File: src/rtl/gate_round_timer_if.sv
// Handshake bundle between the gate-control block, the round timer and the board display logic.
interface gate_round_timer_if #(
  parameter int unsigned GATE_COUNT = 9
);
  logic                  timer_en;
  logic [GATE_COUNT-1:0] completed_gate;
  logic                  vga_blankout;
  logic                  restart;
  logic [3:0]            time_tens;
  logic [3:0]            time_ones;
  logic [3:0]            score_tens;
  logic [3:0]            score_ones;
  logic                  running;
  logic                  round_won;
  logic                  time_up;
  logic                  sec_tick;

  modport master (
    output timer_en, completed_gate, vga_blankout, restart,
    input  time_tens, time_ones, score_tens, score_ones,
    input  running, round_won, time_up, sec_tick
  );

  modport slave (
    input  timer_en, completed_gate, vga_blankout, restart,
    output time_tens, time_ones, score_tens, score_ones,
    output running, round_won, time_up, sec_tick
  );
endinterface

File: src/rtl/gate_round_timer.sv
// Round countdown with miss penalties, gate-completion scoring and win/timeout detection,
// driving registered BCD digits and state flags for the board display.
module gate_round_timer #(
  parameter int unsigned TICKS_PER_SEC = 50000000,
  parameter int unsigned ROUND_SECONDS = 60,
  parameter int unsigned MISS_PENALTY  = 5,
  parameter int unsigned GATE_COUNT    = 9
) (
  input logic               clk,
  input logic               resetn,
  gate_round_timer_if.slave bus
);

  localparam int unsigned   PW        = (TICKS_PER_SEC > 1) ? $clog2(TICKS_PER_SEC) : 1;
  localparam logic [PW-1:0] PRESC_MAX = PW'(TICKS_PER_SEC - 1);
  localparam logic [6:0]    SEC_LOAD  = 7'(ROUND_SECONDS);
  localparam logic [7:0]    PENALTY   = 8'(MISS_PENALTY);
  localparam logic [6:0]    SCORE_MAX = 7'd99;

  typedef enum logic [2:0] {S_IDLE, S_RUN, S_PAUSE, S_WIN, S_TIMEOUT} state_t;

  function automatic logic [6:0] sat_sub(input logic [6:0] a, input logic [7:0] b);
    logic [7:0] wide;
    wide = {1'b0, a};
    return (wide > b) ? 7'(wide - b) : 7'd0;
  endfunction

  function automatic logic [6:0] sat_add_score(input logic [6:0] a, input logic [15:0] b);
    logic [15:0] sum;
    sum = 16'(a) + b;
    return (sum > 16'(SCORE_MAX)) ? SCORE_MAX : sum[6:0];
  endfunction

  function automatic logic [15:0] popcount(input logic [GATE_COUNT-1:0] v);
    logic [15:0] cnt;
    cnt = '0;
    for (int i = 0; i < int'(GATE_COUNT); i++) cnt = cnt + 16'(v[i]);
    return cnt;
  endfunction

  function automatic logic [3:0] bcd_tens(input logic [6:0] v);
    return 4'(v / 7'd10);
  endfunction

  function automatic logic [3:0] bcd_ones(input logic [6:0] v);
    return 4'(v % 7'd10);
  endfunction

  state_t                state_q, state_d;
  logic [PW-1:0]         presc_q, presc_d;
  logic [6:0]            seconds_q, seconds_d;
  logic [6:0]            score_q, score_d;
  logic                  blank_prev_q, blank_prev_d;
  logic [GATE_COUNT-1:0] gate_prev_q, gate_prev_d;
  logic [3:0]            time_tens_q, time_tens_d, time_ones_q, time_ones_d;
  logic [3:0]            score_tens_q, score_tens_d, score_ones_q, score_ones_d;

  logic        active, tick, miss, win_hit;
  logic [7:0]  dec;
  logic [6:0]  sec_after;
  logic [15:0] new_gates;

  always_comb begin
    active    = (state_q == S_RUN) || (state_q == S_PAUSE);
    tick      = (state_q == S_RUN) && (presc_q == PRESC_MAX);
    miss      = active && bus.vga_blankout && !blank_prev_q;
    dec       = (tick ? 8'd1 : 8'd0) + (miss ? PENALTY : 8'd0);
    sec_after = sat_sub(seconds_q, dec);
    new_gates = active ? popcount(bus.completed_gate & ~gate_prev_q) : 16'd0;
    win_hit   = (state_q == S_RUN) && (&bus.completed_gate);
  end

  always_ff @(posedge clk or negedge resetn) begin
    if (!resetn) state_q <= S_IDLE;
    else         state_q <= state_d;
  end

  // Win outranks timeout when the last decrement and the final gate land together.
  always_comb begin
    state_d = state_q;
    if (bus.restart) begin
      state_d = S_IDLE;
    end else begin
      case (state_q)
        S_IDLE:  if (bus.timer_en) state_d = S_RUN;
        S_RUN: begin
          if (win_hit)                state_d = S_WIN;
          else if (sec_after == 7'd0) state_d = S_TIMEOUT;
          else if (!bus.timer_en)     state_d = S_PAUSE;
        end
        S_PAUSE: begin
          if (sec_after == 7'd0)   state_d = S_TIMEOUT;
          else if (bus.timer_en)   state_d = S_RUN;
        end
        default: state_d = state_q;
      endcase
    end
  end

  always_comb begin
    bus.running   = (state_q == S_RUN);
    bus.round_won = (state_q == S_WIN);
    bus.time_up   = (state_q == S_TIMEOUT);
    bus.sec_tick  = tick;
  end

  // Prescaler holds its phase through PAUSE so a resumed round keeps its second boundary.
  always_comb begin
    presc_d      = presc_q;
    seconds_d    = seconds_q;
    score_d      = score_q;
    blank_prev_d = bus.vga_blankout;
    gate_prev_d  = bus.completed_gate;
    if (bus.restart) begin
      presc_d   = '0;
      seconds_d = SEC_LOAD;
      score_d   = '0;
    end else if (active) begin
      seconds_d = sec_after;
      if (tick)                    presc_d = '0;
      else if (state_q == S_RUN)   presc_d = presc_q + PW'(1);
      score_d = sat_add_score(score_q, new_gates + (win_hit ? 16'(sec_after) : 16'd0));
    end
    time_tens_d  = bcd_tens(seconds_q);
    time_ones_d  = bcd_ones(seconds_q);
    score_tens_d = bcd_tens(score_q);
    score_ones_d = bcd_ones(score_q);
  end

  always_ff @(posedge clk or negedge resetn) begin
    if (!resetn) begin
      presc_q      <= '0;
      seconds_q    <= SEC_LOAD;
      score_q      <= '0;
      blank_prev_q <= 1'b0;
      gate_prev_q  <= '0;
      time_tens_q  <= bcd_tens(SEC_LOAD);
      time_ones_q  <= bcd_ones(SEC_LOAD);
      score_tens_q <= 4'd0;
      score_ones_q <= 4'd0;
    end else begin
      presc_q      <= presc_d;
      seconds_q    <= seconds_d;
      score_q      <= score_d;
      blank_prev_q <= blank_prev_d;
      gate_prev_q  <= gate_prev_d;
      time_tens_q  <= time_tens_d;
      time_ones_q  <= time_ones_d;
      score_tens_q <= score_tens_d;
      score_ones_q <= score_ones_d;
    end
  end

  assign bus.time_tens  = time_tens_q;
  assign bus.time_ones  = time_ones_q;
  assign bus.score_tens = score_tens_q;
  assign bus.score_ones = score_ones_q;

endmodule

File: src/flat_wrapper.sv
// flat-port wrapper written by rule: the top's interface ports become plain ports
module gate_round_timer_flat 
#(
  parameter int unsigned TICKS_PER_SEC = 50000000,
  parameter int unsigned ROUND_SECONDS = 60,
  parameter int unsigned MISS_PENALTY  = 5,
  parameter int unsigned GATE_COUNT    = 9
)
  (clk, resetn, bus_timer_en, bus_completed_gate, bus_vga_blankout, bus_restart, bus_time_tens, bus_time_ones, bus_score_tens, bus_score_ones, bus_running, bus_round_won, bus_time_up, bus_sec_tick);
  gate_round_timer_if #(.GATE_COUNT(GATE_COUNT)) bus_i ();
  input logic clk;
  input logic resetn;
  input wire logic [$bits(bus_i.timer_en)-1:0] bus_timer_en;
  input wire logic [$bits(bus_i.completed_gate)-1:0] bus_completed_gate;
  input wire logic [$bits(bus_i.vga_blankout)-1:0] bus_vga_blankout;
  input wire logic [$bits(bus_i.restart)-1:0] bus_restart;
  output wire logic [$bits(bus_i.time_tens)-1:0] bus_time_tens;
  output wire logic [$bits(bus_i.time_ones)-1:0] bus_time_ones;
  output wire logic [$bits(bus_i.score_tens)-1:0] bus_score_tens;
  output wire logic [$bits(bus_i.score_ones)-1:0] bus_score_ones;
  output wire logic [$bits(bus_i.running)-1:0] bus_running;
  output wire logic [$bits(bus_i.round_won)-1:0] bus_round_won;
  output wire logic [$bits(bus_i.time_up)-1:0] bus_time_up;
  output wire logic [$bits(bus_i.sec_tick)-1:0] bus_sec_tick;
  assign bus_i.timer_en = bus_timer_en;
  assign bus_i.completed_gate = bus_completed_gate;
  assign bus_i.vga_blankout = bus_vga_blankout;
  assign bus_i.restart = bus_restart;
  assign bus_time_tens = bus_i.time_tens;
  assign bus_time_ones = bus_i.time_ones;
  assign bus_score_tens = bus_i.score_tens;
  assign bus_score_ones = bus_i.score_ones;
  assign bus_running = bus_i.running;
  assign bus_round_won = bus_i.round_won;
  assign bus_time_up = bus_i.time_up;
  assign bus_sec_tick = bus_i.sec_tick;
  gate_round_timer #(.TICKS_PER_SEC(TICKS_PER_SEC), .ROUND_SECONDS(ROUND_SECONDS), .MISS_PENALTY(MISS_PENALTY), .GATE_COUNT(GATE_COUNT)) u_core (.clk(clk), .resetn(resetn), .bus(bus_i));
endmodule
File: config.mk
export PLATFORM = sky130hd
export DESIGN_NAME = gate_round_timer_flat
export DESIGN_NICKNAME = d
export VERILOG_FILES = /design/src/rtl/gate_round_timer_if.sv /design/src/rtl/gate_round_timer.sv /design/src/flat_wrapper.sv
export SDC_FILE = /design/constraint.sdc
export NUM_CORES = 1
export LEC_CHECK = 0
export BUFFER_PORTS_ARGS = -buffer_cell sky130_fd_sc_hd__buf_2
export CAP_MARGIN = 20
export CELL_PAD_IN_SITES_DETAIL_PLACEMENT = 1
export CELL_PAD_IN_SITES_GLOBAL_PLACEMENT = 2
export CORE_ASPECT_RATIO = 0.9
export CORE_UTILIZATION = 30
export CTS_BUF_LIST = sky130_fd_sc_hd__clkbuf_16
export DETAILED_ROUTE_END_ITERATION = 16
export GPL_ROUTABILITY_DRIVEN = 0
export GPL_TIMING_DRIVEN = 0
export PLACE_DENSITY = 0.74
export RECOVER_POWER = 100
export SYNTH_ARGS = -nofsm -noshare
export SYNTH_HDL_FRONTEND = slang
export SYNTH_SLANG_ARGS = --single-unit
File: constraint.sdc
create_clock -name clk -period 6.4 [get_ports clk]
set_input_delay 1.28 -clock clk [delete_from_list [all_inputs] [get_ports clk]]
set_output_delay 1.28 -clock clk [all_outputs]
set_load 0.01 [all_outputs]
==> flow_summary_export.csv, run 1 <==
group,metric,value,unit
outcome,status,"complete, but fails checks",
outcome,violations,"max-capacitance violations, max-slew violations",
clocking,clk_pin_slew,0.05,ns
worst_setup_path,crit_end,"u_core.score_q[4]",
placement,numPortBuffers,33,
drt,wl_per_cell,16.4,um
global_route,grt_pass1_vias,4284,
cells_and_area,diodes,0,
die,rows,43,
cells_and_area,final_nets,634,
worst_setup_path,cp.arrival,6.53,ns
power_and_ir_drop,powerDensity,334,nW/um2
worst_setup_path,cp-startpoint,"bus_completed_gate[1]",
synth,syn-num-nets,578,
drt,route.detailed.drc,0,
worst_setup_path,crit_top_cell,"fa_1",
worst_setup_path,cp-start-kind,"primary input",
worst_setup_path,r2r-start,"u_core.presc_q[11]",
global_route,grt_use_met3,0.0333,
global_route,grtUsageMet2,0.272,
cells_and_area,n_fill_cell,1791,
synth,synth_cells,531,
global_route,grt_pass1_wl,21700,um
timing,hold_slack,0.444,ns
drt,vias,4063,
timing,final.setup.tns,0,ns
global_route,antenna_found_initial,0,
cells_and_area,drive_gt1_frac,0.166,
timing,setup_viol_count_final,0,
synth,ys_seq_area_frac,0.363,
min_path,hold_class,"flop to flop",
global_route,grt_max_degree,38,
worst_setup_path,crit_fanout,5,
power_and_ir_drop,p_leak,2.43,nW
worst_setup_path,r2r_slack,0.24,ns
clocking,cts.sinks,69,
timing,tightest_slew,1.98,ns
clocking,insertion_delay,0.34,ns
synth,synth_area,4780,um2
global_route,grt_usage,0.171,
power_and_ir_drop,vdd_drop_max,0.000154,V
worst_setup_path,worst_ep_required_time,6.64,ns
die,die_area,16400,um2
drt,ant_nets,0,
die,die_w,135,um
global_route,overflow,0,
timing,relSlewSlack,-0.318,
cells_and_area,area_delta_synth_final,18.3,%
worst_setup_path,cp-end-kind,"flop",
timing,rsz0062_at_grt,"yes",
drt,routed_via_density,5.12,
worst_setup_path,rr_worst_depth,24,
min_path,hp-start,"u_core.score_q[0]",
min_path,min_path_cells,0,
worst_setup_path,critical_path.cell_chain,"buf_6, nor2b_4, ha_4, inv_2, fa_1, fa_1, fa_1, inv_1, ha_2, inv_2, fa_1, nor2_2, fa_1, ha_2, inv_2, fa_2, nor2b_1, o21a_1, o21ai_2, or4_4, a211oi_4, o21ai_4, o31ai_2",
job,max_cap_violations,1,
clocking,htree_levels,3,
timing,post-route-min-period,6.29,ns
worst_setup_path,timing.rr.end,"u_core.score_q[4]",
synth,synthArstFlopShare,1.00,
die,initial_core_util,0.308,
worst_setup_path,slowest_stage,"fa_1",
drt,routed_wl,13100,um
clocking,cts_tree,"done",
drt,drt_iter0_drc,172,
die,die_h,122,um
synth,synth_edf_count,0,
global_route,grt_util_met1,0.233,
synth,ys_ff_latch,69,
die,boundaryPins,34,
timing,hold_viol_final,0,
clocking,clockRootBuffer,"clkbuf_16",
timing,fin_worst_skew,0.00762,ns
synth,synth_cell_types,65,
timing,fmax,159,MHz
placement,hpwl,9670,um
drt,first_pass_iters,4,
clocking,cts_buffer_depth,2,
die,coreArea,15500,um2
synth,synth_ff_type,"dfrtp_1",
synth,yosys_warnings,0,
timing,period_share,0.982,
clocking,cts_buffers,9,
synth,syn_area_per_cell,8.99,um2
global_route,busiest_layer,"met2",
power_and_ir_drop,power.total,0.00189,W
worst_setup_path,path_class,"primary input to flop",
timing,maxSlewViolCount,33,
worst_setup_path,critPathMaxStageDelay,0.52,ns
-- power breakdown --
| group | switching (W) | internal (W) |
|---|---|---|
| combinational | 0.000515 | 0.000321 |
| clock | 0.000191 | 0.000296 |
| sequential | 0.0000515 | 0.000512 |
-- layout by cell type (no fill, tap or decap), types with 11 or more instances in the layout --
| master | instances |
|---|---|
| ha_1 | 19 |
| o31ai_1 | 14 |
| nand3_1 | 17 |
| inv_1 | 32 |
| buf_4 | 13 |
| nor2b_1 | 20 |
| nor3_1 | 12 |
| clkbuf_1 | 29 |
| nor2_1 | 39 |
| nand2_1 | 34 |
| a21oi_1 | 27 |
| o21ai_0 | 46 |
| dfrtp_1 | 63 |
| xor2_1 | 11 |
| nand2b_1 | 18 |
| buf_2 | 28 |
-- per-layer routing --
layer  vias to the layer above  routed length, um
met5                         -                  0
met3                        15                353
met4                         0                196
met2                        56               5930
met1                      2014               6580
li1                       1978                  -
-- synthesized netlist by cell type (all sizes together), types with 7 or more instances --
cell,instances,area [um2]
a21oi,30,169
a31oi,7,65.1
and3,9,56.3
buf,9,52.6
clkbuf,21,78.8
dfrtp,63,1580
fa,11,220
ha,22,275
inv,33,124
mux2i,7,70.1
nand2,35,139
nand2b,18,113
nand3,17,85.1
nor2,40,150
nor2b,23,144
nor3,12,60.1
nor3b,9,67.6
o21a,9,67.6
o21ai,48,244
o31ai,17,143
xnor2,10,87.6
xor2,11,96.3
-- critical path: cells and delay by family --
family | cells | cell delay [ns]
simple gates | 4 | 0.72
buf+inv | 5 | 0.27
fa+ha+maj | 9 | 3.33
compound gates | 5 | 0.91
-- registers in the layout, summed over array words and instances, names as in the netlist --
signal / count
u_core.bus.score_ones: 4
u_core.bus.time_ones: 4
u_core.score_q: 7
u_core.gate_prev_q: 9
u_core.seconds_q: 7
u_core.blank_prev_q: 1
u_core.state_q: 3
u_core.bus.time_tens: 4
u_core.bus.score_tens: 4
u_core.presc_q: 26
-- per-stage QoR --
step	std cells	setup WS [ns]	instance area [um2]	utilization
after floorplan	531	0.0585	4780	-
after global placement	766	-0.330	5200	0.335
after detailed placement	767	-0.447	5220	0.337
after CTS	788	-0.00175	5610	0.362
after global routing	794	-0.0953	5650	0.365
final	794	0.115	5650	0.365
-- area by class of cell --
| type | instances | area, um2 | area share |
|---|---|---|---|
| clock inverter | 7 | 58.8 | 0.0104 |
| clock buffer | 9 | 225 | 0.0398 |
| timing repair buffer | 46 | 273 | 0.0483 |
| tap | 202 | 253 | 0.0447 |
| multi-input combinational | 399 | 2860 | 0.505 |
| inverter | 33 | 124 | 0.0219 |
| sequential | 69 | 1730 | 0.307 |
| buffer | 29 | 129 | 0.0228 |
-- timing repair --
action,4_1_cts,5_1_grt
buffers inserted,5,7
hold buffers,0,0
pin swaps,6,11
endpoints found under the setup margin,6,7
hold endpoints to repair,0,0
gates resized for setup,17,2
-- kinds of logic (layout without fill, tap and decap cells) --
kind of cell | count (synthesis) | in the layout | share of synthesized area
compound gates | 143 | 143 | 0.209
xor+xnor | 21 | 21 | 0.0385
fa+ha+maj | 33 | 33 | 0.104
buf+inv | 63 | 124 | 0.0534
flops | 69 | 69 | 0.363
mux | 7 | 7 | 0.0147
simple gates | 195 | 195 | 0.218
-- worst min-delay path by stage --
stage	slack [ns]	endpoint
floorplan	0.37	u_core.bus.score_ones[0]
global placement	0.43	u_core.bus.score_ones[0]
detailed placement	0.43	u_core.bus.score_ones[0]
CTS	0.45	u_core.bus.score_ones[0]
global route	0.46	u_core.bus.score_ones[0]
finish	0.44	u_core.bus.score_ones[0]
Note: power is estimated with default switching activity, not from simulation.
==> inputs of run 2 (changes only) <==
==> constraint.sdc (replaced) <==
create_clock -name clk -period 6.4 [get_ports clk]
set_input_delay 0.64 -clock clk [delete_from_list [all_inputs] [get_ports clk]]
set_output_delay 0.64 -clock clk [all_outputs]
set_load 0.01 [all_outputs]
==> flow_summary_export.csv, run 2 (synthesis gave the netlist of run 1 again) <==
group,metric,value,unit
drt,wl_per_cell,16.7,um
drt,first_pass_iters,4,
outcome,violations,"max-capacitance violations, max-slew violations",
cells_and_area,largest_reg_flops,26,
cells_and_area,top_regs,"u_core.presc_q (26), u_core.gate_prev_q (9)",
placement,hpwl,9630,um
cells_and_area,layout_commonest_cell,"dfrtp_1",
power_and_ir_drop,powerDensity,339,nW/um2
worst_setup_path,critical_path.cell_chain,"clkbuf_1, nor2b_1, ha_1, inv_1, fa_1, fa_1, fa_1, inv_1, ha_1, inv_1, fa_1, xnor2_1, nor2_1, fa_1, inv_1, fa_1, nor2b_1, o21a_1, o21ai_0, or4_4, a211oi_4, o21ai_4, o21a_1",
clocking,holdBufCountCts,0,
die,die_area,16400,um2
drt,routed_wl,13100,um
clocking,cts_tree,"done",
cells_and_area,n_fill_cell,1815,
global_route,overflow,0,
worst_setup_path,cp-start-kind,"primary input",
global_route,grt_pass1_wl,21800,um
timing,fin_ws,0.249,ns
drt,routed_via_density,5.15,
cells_and_area,top_register,"u_core.presc_q",
min_path,hp-start,"bus_completed_gate[0]",
clocking,htree_levels,3,
cells_and_area,final_cell_mix,"dfrtp_1, clkbuf_1, o21ai_0",
worst_setup_path,r2r_slack,0.26,ns
worst_setup_path,crit_fanout,5,
die,initial_core_util,0.308,
global_route,grt_usage,0.172,
power_and_ir_drop,power.total,0.00187,W
worst_setup_path,cp-end-kind,"flop",
die,die_h,122,um
worst_setup_path,critPathMaxStageDelay,0.55,ns
placement,dpl_cell_area,5220,um2
drt,drt_iter0_drc,239,
placement,dp.cells,767,
worst_setup_path,cp.arrival,6.38,ns
worst_setup_path,cp-startpoint,"bus_completed_gate[1]",
global_route,grt_pass1_vias,4286,
clocking,cts_buffers,9,
worst_setup_path,crit_top_cell,"fa_1",
global_route,antenna_found_initial,0,
drt,vias,4039,
power_and_ir_drop,p_leak,2.32,nW
placement,place_ws,-0.362,ns
die,coreArea,15500,um2
cells_and_area,finalNonFillerCells,784,
cells_and_area,diodes,0,
die,boundaryPins,34,
min_path,hold_class,"primary input to flop",
drt,route.detailed.drc,0,
timing,fmax,163,MHz
timing,period_share,0.961,
cells_and_area,area_delta_synth_final,15.6,%
clocking,cts_buffer_depth,2,
worst_setup_path,r2r-start,"u_core.presc_q[14]",
drt,ant_nets,0,
die,rows,43,
global_route,grt_max_degree,41,
worst_setup_path,path_class,"primary input to flop",
clocking,insertion_delay,0.35,ns
cells_and_area,final_nets,624,
timing,hold_viol_final,0,
timing,relSlewSlack,-0.515,
die,die_w,135,um
cells_and_area,finalInstanceArea,5520,um2
power_and_ir_drop,vdd_drop_max,0.000156,V
job,max_cap_violations,2,
clocking,clk_pin_slew,0.05,ns
placement,numPortBuffers,33,
cells_and_area,drive_gt1_frac,0.101,
timing,setup_viol_count_final,0,
outcome,status,"complete, but fails checks",
timing,fin_worst_skew,0.00839,ns
timing,maxSlewViolCount,72,
clocking,cts.sinks,69,
worst_setup_path,slowest_stage,"fa_1",
cells_and_area,regArea,1740,um2
cells_and_area,multi_input_area,2850,um2
worst_setup_path,worst_ep_required_time,6.63,ns
timing,tightest_slew,2.27,ns
clocking,clockRootBuffer,"clkbuf_16",
timing,post-route-min-period,6.15,ns
[run 2: layout make-up]
class                           count  area share
Clock inverter                      7     0.00975
Clock buffer                        9      0.0408
Tap cell                          202      0.0458
Buffer                             29      0.0236
Multi-Input combinational cell    399       0.516
Timing Repair Buffer               36      0.0265
Inverter                           33      0.0224
Sequential cell                    69       0.315
[run 2: power breakdown]
part           total (W)  leakage [nW]  internal, W  switching, W
clock           0.000483         0.152     0.000294      0.000189
sequential      0.000566         0.899     0.000512     0.0000534
combinational   0.000825          1.27     0.000310      0.000515
[run 2: routing by layer]
metal  vias to the layer above  GRT usage  wire, um
met5                         -          0         0
met4                         0     0.0485       140
met3                         9     0.0412       387
met2                        49      0.281      6030
met1                      2024      0.226      6520
li1                       1957          -         -
[run 2: worst max-delay path, delay by kind of cell]
kind / cells / cell delay, ns
buffers and inverters: 5 / 0.35
AND/OR/NAND/NOR: 4 / 0.91
adder cells (fa/ha/maj): 8 / 3.29
XOR/XNOR: 1 / 0.18
AO/OA/AOI/OAI: 5 / 0.98
[run 2: through the flow]
step / utilization / TNS, ns / hold slack [ns]
floorplan: - / 0 / 0.344
CTS: 0.356 / 0 / 0.250
global placement: 0.335 / -1.09 / 0.439
detailed placement: 0.337 / -2.09 / 0.454
global route: 0.356 / -0.236 / 0.438
finish: 0.356 / 0 / 0.444
[run 2: worst paths after layout]
check	to	depth (start not counted)
setup / recovery	u_core.score_q[1]	23
hold / removal	u_core.gate_prev_q[0]	1
setup reg to reg	u_core.score_q[1]	24
hold reg to reg	u_core.bus.score_ones[0]	0
max in group asynchronous	u_core.gate_prev_q[0]	2
min in group asynchronous	u_core.bus.time_tens[3]	1
[run 2: timing repair]
action,4_1_cts,5_1_grt
buffers inserted,1,1
gates resized for setup,4,14
pin swaps,2,3
setup endpoints to repair,7,7
==> inputs of run 3 (changes only) <==
--- a/config.mk
+++ b/config.mk
@@ -15,7 +15,7 @@
 export DETAILED_ROUTE_END_ITERATION = 16
 export GPL_ROUTABILITY_DRIVEN = 0
 export GPL_TIMING_DRIVEN = 0
-export PLACE_DENSITY = 0.74
+export PLACE_DENSITY = 0.64
 export RECOVER_POWER = 100
 export SYNTH_ARGS = -nofsm -noshare
 export SYNTH_HDL_FRONTEND = slang
==> flow_summary_export.csv, run 3 (synthesis gave the netlist of run 1 again) <==
group,metric,value,unit
clocking,cts.sinks,69,
worst_setup_path,path_class,"flop to flop",
worst_setup_path,slowest_stage,"or4_1",
worst_setup_path,r2r-start,"u_core.presc_q[14]",
power_and_ir_drop,vdd_drop_max,0.000170,V
clocking,clockRootBuffer,"clkbuf_16",
worst_setup_path,timing.rr.end,"u_core.score_q[0]",
worst_setup_path,cp-end-kind,"flop",
die,boundaryPins,34,
power_and_ir_drop,p_leak,2.29,nW
timing,fmax,166,MHz
worst_setup_path,worst_ep_required_time,6.63,ns
clocking,cts_buffer_depth,2,
clocking,insertion_delay,0.34,ns
cells_and_area,diodes,0,
cells_and_area,final_nets,624,
timing,period_share,0.943,
min_path,hold_class,"flop to flop",
timing,post-route-min-period,6.03,ns
worst_setup_path,cp.arrival,6.26,ns
outcome,status,"complete, but fails checks",
timing,setup_viol_count_final,0,
global_route,grt_usage,0.175,
worst_setup_path,critPathMaxStageDelay,0.55,ns
drt,first_pass_iters,5,
cells_and_area,drive_gt1_frac,0.0859,
cells_and_area,layout_commonest_cell,"dfrtp_1",
global_route,grt_max_degree,46,
global_route,overflow,0,
drt,routed_via_density,5.12,
clocking,cts_buffers,9,
timing,relSlewSlack,-0.725,
timing,tightest_slew,2.59,ns
worst_setup_path,crit_end,"u_core.score_q[0]",
power_and_ir_drop,powerDensity,344,nW/um2
placement,hpwl,9790,um
power_and_ir_drop,power.total,0.00188,W
clocking,clk_pin_slew,0.06,ns
cells_and_area,top_register,"u_core.presc_q",
worst_setup_path,cp-startpoint,"u_core.presc_q[14]",
outcome,violations,"max-capacitance violations, max-slew violations",
clocking,cts_tree,"done",
clocking,holdBufCountCts,0,
drt,drt_iter0_drc,132,
cells_and_area,finish.utilization,0.353,
drt,route.detailed.drc,0,
cells_and_area,largest_reg_flops,26,
timing,maxSlewViolCount,46,
global_route,grt_pass1_vias,4284,
timing,fin_worst_skew,0.00768,ns
die,initial_core_util,0.308,
drt,wl_per_cell,16.5,um
job,max_cap_violations,1,
die,coreArea,15500,um2
drt,routed_wl,13000,um
drt,vias,4015,
worst_setup_path,critical_path.cell_chain,"nand3_1, or4_1, nor4_4, and2_4, ha_1, ha_1, inv_1, fa_1, and2_1, or3_4, a21oi_4, or2_2, nor2_1, fa_1, ha_1, inv_1, fa_1, nor2b_1, o21a_1, o21ai_0, or4_1, a211oi_2, o21ai_2, o21a_1",
drt,ant_nets,0,
global_route,grt_pass1_wl,22400,um
cells_and_area,area_delta_synth_final,14.5,%
worst_setup_path,r2r_slack,0.37,ns
die,die_w,135,um
die,die_area,16400,um2
timing,rsz0062_at_grt,"no",
die,die_h,122,um
global_route,antenna_found_initial,0,
placement,numPortBuffers,33,
cells_and_area,n_fill_cell,1844,
worst_setup_path,rr_worst_depth,24,
clocking,htree_levels,3,
die,rows,43,
cells_and_area,top_regs,"u_core.presc_q (26), u_core.gate_prev_q (9)",
cells_and_area,final_cell_mix,"dfrtp_1, clkbuf_1, o21ai_0",
worst_setup_path,crit_fanout,5,
timing,hold_viol_final,0,
worst_setup_path,cp-start-kind,"flop",
[run 3: cell types whose count changed in the layout (fill, tap and decap cells not counted), sizes merged]
| cell | previous run | this run |
|---|---|---|
| clkbuf | 62 | 68 |
| buf | 12 | 6 |
| inv | 37 | 34 |
| clkinv | 2 | 4 |
| bufinv | 1 | 2 |
[run 3: metal layers]
layer / up-vias / wire [um] / track usage
met3: 12 / 361 / 0.0375
li1: 1966 / - / -
met1: 1993 / 6640 / 0.243
met5: - / 0 / 0
met2: 44 / 5800 / 0.275
met4: 0 / 172 / 0.0499
[run 3: metrics by stage]
stage,hold slack (ns),setup TNS (ns),worst slack (ns),cell area (um2),cells
3_5_place_dp,0.416,-0.953,-0.190,5220,767
4_1_cts,0.211,0,0.113,5560,784
6_report,0.425,0,0.366,5470,784
3_3_place_gp,0.424,-0.760,-0.157,5190,766
5_1_grt,0.426,0,0.00556,5470,784
2_1_floorplan,0.344,0,0.509,4780,531
[run 3: worst max-delay path, delay by kind of cell (launching register included)]
kind	cells	cell delay [ns]
buffers and inverters	2	0.11
AND/OR/NAND/NOR	10	2.52
adder cells (fa/ha/maj)	6	1.79
flip-flops	1	0.39
AO/OA/AOI/OAI	6	1.10
[run 3: power breakdown]
| group | switching, W | internal, W | total (W) | leakage, nW |
|---|---|---|---|---|
| Combinational | 0.000495 | 0.000289 | 0.000784 | 1.22 |
| Clock | 0.000195 | 0.000339 | 0.000535 | 0.161 |
| Sequential | 0.0000513 | 0.000512 | 0.000563 | 0.902 |
| Total | 0.000741 | 0.00114 | 0.00188 | 2.29 |
[run 3: area by class of cell]
| type | count | area, um2 | area share |
|---|---|---|---|
| Inverter | 33 | 124 | 0.0227 |
| Tap cell | 202 | 253 | 0.0462 |
| Clock buffer | 9 | 225 | 0.0412 |
| Sequential cell | 69 | 1740 | 0.317 |
| Timing Repair Buffer | 36 | 141 | 0.0259 |
| Clock inverter | 7 | 91.3 | 0.0167 |
| Buffer | 29 | 115 | 0.0211 |
| Multi-Input combinational cell | 399 | 2780 | 0.509 |
[run 3: worst min-delay path by stage]
| stage | startpoint | slack (ns) | endpoint | depth (start not counted) |
|---|---|---|---|---|
| CTS | resetn | 0.21 | u_core.bus.score_ones[0] | 1 |
| floorplan | resetn | 0.34 | u_core.blank_prev_q | 0 |
| global placement | u_core.score_q[0] | 0.42 | u_core.bus.score_ones[0] | 0 |
| finish | u_core.score_q[0] | 0.42 | u_core.bus.score_ones[0] | 0 |
| global route | bus_completed_gate[0] | 0.43 | u_core.gate_prev_q[0] | 1 |
| detailed placement | u_core.score_q[0] | 0.42 | u_core.bus.score_ones[0] | 0 |
[run 3: timing repair]
| item | in CTS | in global routing |
|---|---|---|
| setup buffers | 1 | 1 |
| pin swaps | 1 | 2 |
| hold endpoints to repair | 0 | 0 |
| resized for setup | 2 | 5 |
| endpoints found under the setup margin | 7 | 7 |
